## config.mk

```make
export PLATFORM = sky130hd
export DESIGN_NAME = dp_sequencer
export DESIGN_NICKNAME = d
export VERILOG_FILES = /design/src/rtl/dp_sequencer.sv
export SDC_FILE = /design/constraint.sdc
export NUM_CORES = 1
export LEC_CHECK = 0
export ABC_AREA = 1
export CAP_MARGIN = 20
export CELL_PAD_IN_SITES_DETAIL_PLACEMENT = 0
export CELL_PAD_IN_SITES_GLOBAL_PLACEMENT = 2
export CORE_ASPECT_RATIO = 1.75
export CORE_MARGIN = 4
export CORE_UTILIZATION = 24
export DETAILED_ROUTE_END_ITERATION = 6
export GPL_TIMING_DRIVEN = 0
export PLACE_DENSITY_LB_ADDON = 0.15
export SYNTH_ARGS = -nofsm -noshare
export SYNTH_HDL_FRONTEND = slang
export SYNTH_SLANG_ARGS = --single-unit
```

## constraint.sdc

```tcl
create_clock -name clk -period 1.8 [get_ports clk]
set_clock_uncertainty 0.05 [all_clocks]
set_input_delay 0.18 -clock clk [delete_from_list [all_inputs] [get_ports clk]]
set_output_delay 0.18 -clock clk [all_outputs]
set_load 0.01 [all_outputs]
```

## src/rtl/dp_sequencer.sv

```systemverilog
// Multi-cycle sequencer for the register-file / ALU / immediate-mux datapath.
// Optional OVERFLOW_TRAP_EN adds a trap output that blocks writeback of overflowing ADD/SUB.
module dp_sequencer #(
  parameter int unsigned EXEC_CYCLES      = 1,
  parameter bit          ZERO_REG_PROTECT = 1'b1
) (
  input  logic        clk,
  input  logic        rst,
  input  logic        instr_valid,
  output logic        instr_ready,
  input  logic [31:0] instr,
  output logic [4:0]  read1,
  output logic [4:0]  read2,
  output logic [4:0]  write_addr,
  output logic        reg_we,
  output logic [3:0]  alu_op,
  output logic [15:0] inm,
  output logic        sel,
  input  logic        zero_in,
  input  logic        overflow_in,
  input  logic        carry_in,
  output logic        zero_out,
  output logic        overflow_out,
  output logic        carry_out,
  output logic        illegal,
  output logic        done,
  output logic        busy
`ifdef OVERFLOW_TRAP_EN
  ,
  output logic        trap
`endif
);

  localparam int unsigned CNT_W = 4;
  localparam logic [3:0] ALU_AND = 4'b0000;
  localparam logic [3:0] ALU_OR  = 4'b0001;
  localparam logic [3:0] ALU_ADD = 4'b0010;
  localparam logic [3:0] ALU_SUB = 4'b0110;
  localparam logic [3:0] ALU_SLT = 4'b0111;
  localparam logic [3:0] ALU_NOR = 4'b1100;

  typedef enum logic [2:0] {
    S_IDLE, S_DECODE, S_EXEC, S_WB, S_DONE
  } state_t;

  state_t state, next_state;
  logic [CNT_W-1:0] cnt;
  logic [3:0] dec_op;
  logic [4:0] dec_waddr;
  logic       dec_sel, dec_ill;
  logic       accept_c, exec_last_c, we_ok_c;
  logic       ready_d, busy_d, done_d, we_d;

  assign accept_c    = (state == S_IDLE) && instr_valid;
  assign exec_last_c = (state == S_EXEC) && (cnt == '0);

  // Instruction decode, applied to the incoming word at acceptance
  always_comb begin
    dec_op    = ALU_AND;
    dec_sel   = 1'b0;
    dec_waddr = '0;
    dec_ill   = 1'b0;
    case (instr[31:26])
      6'h00: begin
        dec_waddr = instr[15:11];
        case (instr[5:0])
          6'h20:   dec_op = ALU_ADD;
          6'h22:   dec_op = ALU_SUB;
          6'h24:   dec_op = ALU_AND;
          6'h25:   dec_op = ALU_OR;
          6'h27:   dec_op = ALU_NOR;
          6'h2A:   dec_op = ALU_SLT;
          default: dec_ill = 1'b1;
        endcase
      end
      6'h08:   begin dec_waddr = instr[20:16]; dec_sel = 1'b1; dec_op = ALU_ADD; end
      6'h0C:   begin dec_waddr = instr[20:16]; dec_sel = 1'b1; dec_op = ALU_AND; end
      6'h0D:   begin dec_waddr = instr[20:16]; dec_sel = 1'b1; dec_op = ALU_OR;  end
      6'h0A:   begin dec_waddr = instr[20:16]; dec_sel = 1'b1; dec_op = ALU_SLT; end
      default: dec_ill = 1'b1;
    endcase
    if (dec_ill) begin
      dec_op    = ALU_AND;
      dec_sel   = 1'b0;
      dec_waddr = '0;
    end
  end

`ifdef OVERFLOW_TRAP_EN
  logic arith_q, trap_d;
  logic dec_arith;
  assign dec_arith = !dec_ill && ((dec_op == ALU_ADD) || (dec_op == ALU_SUB));
  assign we_ok_c   = !illegal && !(ZERO_REG_PROTECT && (write_addr == 5'd0))
                     && !(arith_q && overflow_in);
`else
  assign we_ok_c   = !illegal && !(ZERO_REG_PROTECT && (write_addr == 5'd0));
`endif

  always_ff @(posedge clk or posedge rst) begin
    if (rst) state <= S_IDLE;
    else     state <= next_state;
  end

  always_comb begin
    next_state = state;
    case (state)
      S_IDLE:   if (instr_valid) next_state = S_DECODE;
      S_DECODE: next_state = S_EXEC;
      S_EXEC:   if (cnt == '0) next_state = S_WB;
      S_WB:     next_state = S_DONE;
      S_DONE:   next_state = S_IDLE;
      default:  next_state = S_IDLE;
    endcase
  end

  // Control outputs are registered, so compute their values for the upcoming state
  always_comb begin
    ready_d = (next_state == S_IDLE);
    busy_d  = (next_state != S_IDLE);
    done_d  = (next_state == S_DONE);
    we_d    = (next_state == S_WB) && we_ok_c;
`ifdef OVERFLOW_TRAP_EN
    trap_d  = trap;
    if (accept_c)             trap_d = 1'b0;
    else if (state == S_WB)   trap_d = arith_q && overflow_out;
`endif
  end

  always_ff @(posedge clk or posedge rst) begin
    if (rst) begin
      instr_ready  <= 1'b1;
      busy         <= 1'b0;
      done         <= 1'b0;
      reg_we       <= 1'b0;
      read1        <= '0;
      read2        <= '0;
      write_addr   <= '0;
      alu_op       <= '0;
      inm          <= '0;
      sel          <= 1'b0;
      illegal      <= 1'b0;
      zero_out     <= 1'b0;
      overflow_out <= 1'b0;
      carry_out    <= 1'b0;
      cnt          <= '0;
`ifdef OVERFLOW_TRAP_EN
      arith_q      <= 1'b0;
      trap         <= 1'b0;
`endif
    end else begin
      instr_ready <= ready_d;
      busy        <= busy_d;
      done        <= done_d;
      reg_we      <= we_d;
      if (accept_c) begin
        read1      <= instr[25:21];
        read2      <= instr[20:16];
        write_addr <= dec_waddr;
        alu_op     <= dec_op;
        inm        <= instr[15:0];
        sel        <= dec_sel;
        illegal    <= dec_ill;
`ifdef OVERFLOW_TRAP_EN
        arith_q    <= dec_arith;
`endif
      end
      // EXEC settle counter: loaded while in DECODE, exits EXEC when it reaches zero
      if (state == S_DECODE)                   cnt <= CNT_W'(EXEC_CYCLES - 1);
      else if ((state == S_EXEC) && cnt != '0) cnt <= cnt - CNT_W'(1);
      if (exec_last_c) begin
        zero_out     <= zero_in;
        overflow_out <= overflow_in;
        carry_out    <= carry_in;
      end
`ifdef OVERFLOW_TRAP_EN
      trap <= trap_d;
`endif
    end
  end

endmodule

```

==> reports/results.ini, run 1 <==
[clock_network]
clk_pin_slew_worst_paths_ps = 70
clkSinkCount = 51
cts_tree = built
ctsHoldBuffers = 0
cts_setup_buffers = 0
cts_root_buffer = clkbuf_16
clk_latency_ps = 290
htreeDepth = 2
cts_resized = 0
numCtsBuffers = 5
cts.path.max_buffers = 2

[finish]
layout_common_cells = 126 x nand2_1, 81 x clkdlybuf4s50_1, 50 x dfrtp_1
diodes = 0
area_growth_pct = 50.9
nets = 398
drive_gt1_share_pct = 6.67
stdcell_count = 480
fin_area_um2 = 3380
final_common_cell = nand2_1

[yosys]
synth_top_area_share_pct = 55.9
synthFlopType = dfrtp_1
syn_inst = 270
synth_edf_count = 0
synthTopCellsByArea = dfrtp_1 56%, nand2_1 21%, nand3_1 4.0%
yosys.area.top_type = dfrtp_1
yosysWarningCount = 0
synth-seq-area-share_pct = 57.0
yosysUniqueCellTypes = 23
synthesis.area_um2 = 2240
ys_ff_latch = 51
async_reset_ff_share_pct = 100
syn_area_per_cell_um2 = 8.29
syn_nets = 309

[run]
maxCapViolations = 0

[setup_path]
cp_max_fo = 1
crit_chain = clkdlybuf4s50_1
required_ps = 1570
critPathArrivalTime_ps = 1330
cpPeakStageDelay_ps = 530
crit_buf_inv = 1
start_kind = flop
crit_family = buffers and inverters
path_class = flop to output port
reg2reg_depth = 8
cp-end-kind = output port
worst-path-stages = 1
cp_slowest_cell = clkdlybuf4s50_1

[timing]
fmax_ghz = 0.642
min_period_over_period_pct = 86.5
maxSlewHeadroom_pct = 62.4
maxSlewViolCount = 0
fin_setup_tns_ps = 0
whs_ps = 208
grt_setup_unrepaired = false
setup_violations = 0
hold_viol = 0
tightest_slew_ps = 564
period_needed_ps = 1560

[global_routing]
grt-ovfl-total = 0
grt_pass1_vias = 2094
grt_use_total_pct = 12.9
grt_pass1_wl_um = 10600
grt_start_max_net_pins = 29
antenna_found_initial = 0

[drt]
drt_first_iter_violations = 69
vias_per_cell = 4.17
drt_wl_total_um = 6580
vias = 2001
dr.pass1.iters = 4
ant_nets = 0
drc = 0
routedWlPerCell_um = 13.7

[floorplanning]
rows = 46
die_x_um = 81.0
start_util_pct = 24.6
die_h_um = 136
fp.coreArea_um2 = 9090
io_pins = 82
die-area_um2 = 11000

[place]
dp.final_hpwl_um = 5010
placed_cells = 472
place_area_um2 = 3220
gp_congestion = 0.747
io_buffer_count = 81

[min_path]
hp-class = input port to async pin

[pwr]
leakage_nw = 1.66
ir_drop_mv = 0.586
power_density_nw_per_um2 = 1440

[status]
outcome = finished clean

## logic make-up after synthesis
family | Yosys count | share of synthesized area, %
AOI/OAI and AO/OA | 14 | 3.24
buffers and inverters | 28 | 5.14
and+or+nand+nor | 172 | 32.1
xor gates and xnor gates | 1 | 0.391
DFF | 51 | 57.0
muxes | 3 | 1.51
adders and majority gates | 1 | 0.559
## cells in the mapped netlist, types with 2 or more instances
cell,n
nand2_2,3
nand3_1,18
dfrtp_1,50
inv_1,21
nor2_1,12
o21ai_0,10
buf_2,2
clkbuf_1,4
nor3_1,7
a21oi_1,3
mux2_2,3
nand2_1,126
## worst paths after layout
check,from,to,slack [ps]
max in group asynchronous,rst,instr_ready,880
hold reg to reg,alu_op[1],alu_op[1],430
setup / recovery,instr_ready,instr_ready,240
hold / removal,rst,read1[0],210
setup reg to reg,cnt[0],busy,280
min in group clk,instr[10],inm[10],370
## stage by stage
step / total power, mW / setup WS (ps) / utilization [%]
2_1_floorplan: 2.81 / 342 / -
3_3_place_gp: 3.91 / -859 / 35.2
3_5_place_dp: 3.94 / -55.5 / 35.4
4_1_cts: 4.99 / 222 / 37.2
5_1_grt: 5.30 / 84.4 / 37.2
6_report: 4.88 / 243 / 37.2
## registers in the layout, summed over array words and instances (netlist names), 3 cells and up
name        cells
inm            16
read1           5
read2           5
write_addr      5
alu_op          4
cnt             4
state           3
## final cells by class
cell class / count / area, um2
clock buffers: 7 / 153
repair buffers: 82 / 831
flip-flops and latches: 51 / 1280
multi-input cells: 191 / 847
well taps: 120 / 150
fillers: 1023 / 5710
plain buffers: 7 / 36.3
clock inverters: 1 / 7.51
inverters: 21 / 78.8
## routing by layer
metal / GRT usage, % / up-vias / wire [um]
met4: 4.79 / 0 / 107
met5: 0 / - / 0
met2: 23.0 / 53 / 3520
met3: 3.00 / 5 / 302
li1: - / 1015 / -
met1: 14.6 / 928 / 2650
## report_power, final
group | total [mW] | switching [mW] | internal [mW]
registers | 1.83 | 0.234 | 1.59
logic | 2.03 | 1.01 | 1.03
clock network | 1.02 | 0.429 | 0.592
Power figures use the tool's default switching activity.
==> run 2: changes to the inputs <==
--- a/config.mk
+++ b/config.mk
@@ -15,6 +15,7 @@
 export DETAILED_ROUTE_END_ITERATION = 6
 export GPL_TIMING_DRIVEN = 0
 export PLACE_DENSITY_LB_ADDON = 0.15
+export REMOVE_ABC_BUFFERS = 1
 export SYNTH_ARGS = -nofsm -noshare
 export SYNTH_HDL_FRONTEND = slang
 export SYNTH_SLANG_ARGS = --single-unit
==> run 2 against run 1 <==
Net effect:
- critical path depth grew 5
- global-route usage grew 0.35 points
- non-clock buffer count shrank 2
- die area is the same
- highest routed layer unchanged
==> reports/results.ini, run 2 (synthesis results as in run 1) <==
[status]
outcome = finished clean

[place]
io_buffer_count = 81
place_area_um2 = 3180
gp_congestion = 0.761
dp_slack_ps = -1330
dp.final_hpwl_um = 4640

[global_routing]
grt_start_max_net_pins = 39
grt-ovfl-total = 0
antenna_found_initial = 0
grt_use_total_pct = 13.3
grt_pass1_wl_um = 10700
grt_pass1_vias = 1984

[finish]
diodes = 0
layout_common_cells = 126 x nand2_1, 81 x clkdlybuf4s50_1, 50 x dfrtp_1
seq_area_um2 = 1280
multi_input_area_um2 = 885
largest_register_ffs = 16
drive_gt1_share_pct = 8.03
layout.core_utilization_pct = 37.9
fin_area_um2 = 3450
fillers = 1028
nets = 399
final_common_cell = nand2_1
regMostFlops = inm
area_growth_pct = 53.9

[pwr]
sw_frac_of_total_pct = 34.4
leakage_nw = 1.67
p_comb_share_pct = 43.0
seq_power_share_pct = 35.9
pwr-share-clk_pct = 21.0
p_switching_mw = 1.75
power_density_nw_per_um2 = 1480
ir_drop_mv = 0.541
p_int_mw = 3.34

[setup_path]
r2r-start = state[2]
cp-end-kind = flop
r2r_end = write_addr[1]
reg2reg_depth = 6
path_class = flop to flop
critPathArrivalTime_ps = 1790
start_kind = flop
cp_max_fo = 12
required_ps = 1980
ff2ff_setup_slack_ps = 200

[floorplanning]
start_util_pct = 24.6
die_h_um = 136
die-area_um2 = 11000
die_x_um = 81.0
io_pins = 82
rows = 46
fp.coreArea_um2 = 9090

[drt]
ant_nets = 0
drt_wl_total_um = 7080
routedWlPerCell_um = 14.7
vias_per_cell = 4.21
drc = 0
drt_first_iter_violations = 64
dr.pass1.iters = 4
vias = 2024

[clock_network]
cts_tree = built
clk_latency_ps = 290
cts.path.max_buffers = 2
numCtsBuffers = 5
htreeDepth = 2
cts_root_buffer = clkbuf_16
clk_pin_slew_worst_paths_ps = 70
clkSinkCount = 51

[timing]
fmax_ghz = 0.623
tightest_slew_ps = 437
min_period_over_period_pct = 89.2
grt_setup_unrepaired = false
whs_ps = 132
hold_viol = 0
fin_setup_tns_ps = 0
period_needed_ps = 1600
maxSlewHeadroom_pct = 70.8
setup_violations = 0
worst_slack_ps = 195
maxSlewViolCount = 0

[min_path]
hp-class = input port to async pin

[run]
maxCapViolations = 0

## run 2: worst max-delay path by stage
stage,endpoint,slack [ps],start,cells past startpoint
after floorplan,write_addr[0],-150,state[2],5
after global placement,write_addr[2],-1330,instr_valid,5
after detailed placement,write_addr[1],-1330,instr_valid,5
after CTS,write_addr[1],50,state[2],6
after global routing,write_addr[2],80,state[2],6
final,write_addr[1],200,state[2],6
## run 2: through the flow
step                      instances  power [mW]
after floorplan                 263        2.76
after global placement          464        3.85
after detailed placement        465        3.89
after CTS                       480        5.19
after global routing            481        5.48
final                           481        5.09
## run 2: power groups by stage
| stage | clock network, mW | registers (mW) | logic, mW |
|---|---|---|---|
| finish | 1.07 | 1.83 | 2.19 |
| global route | 1.16 | 1.89 | 2.43 |
| detailed placement | 0 | 1.85 | 2.04 |
| global placement | 0 | 1.84 | 2.02 |
| CTS | 1.12 | 1.83 | 2.24 |
| floorplan | 0 | 2.01 | 0.758 |
## run 2: cell type report
cell class,instances,area share (%)
Clock buffer,7,3.85
Clock inverter,1,0.871
Inverter,21,2.40
Multi-Input combinational cell,193,25.7
Sequential cell,51,37.1
Tap cell,120,4.36
Timing Repair Buffer,87,25.6
Timing Repair inverter,1,0.218
## run 2: routing by layer
layer  share of wire [%]  GRT usage [%]
met5                   0              0
met4                 1.5           4.79
met3                 4.5           2.93
met2                  57           24.1
met1                  37           14.8
## run 2: worst max-delay path, cell delays in order, from the launching register on
cell	delay, ps
dfrtp_1	430
nor2_2	340
nand3_4	260
clkinvlp_4	180
buf_12	130
nand3_1	80
nand2_1	60
## run 2: timing repair
item | CTS | global route
endpoints found under the setup margin | 40 | 11
buffers inserted | 5 | 0
cloned | 2 | 1
gates resized for setup | 5 | 0
hold buffers | 0 | 0
pin swaps | 1 | 0
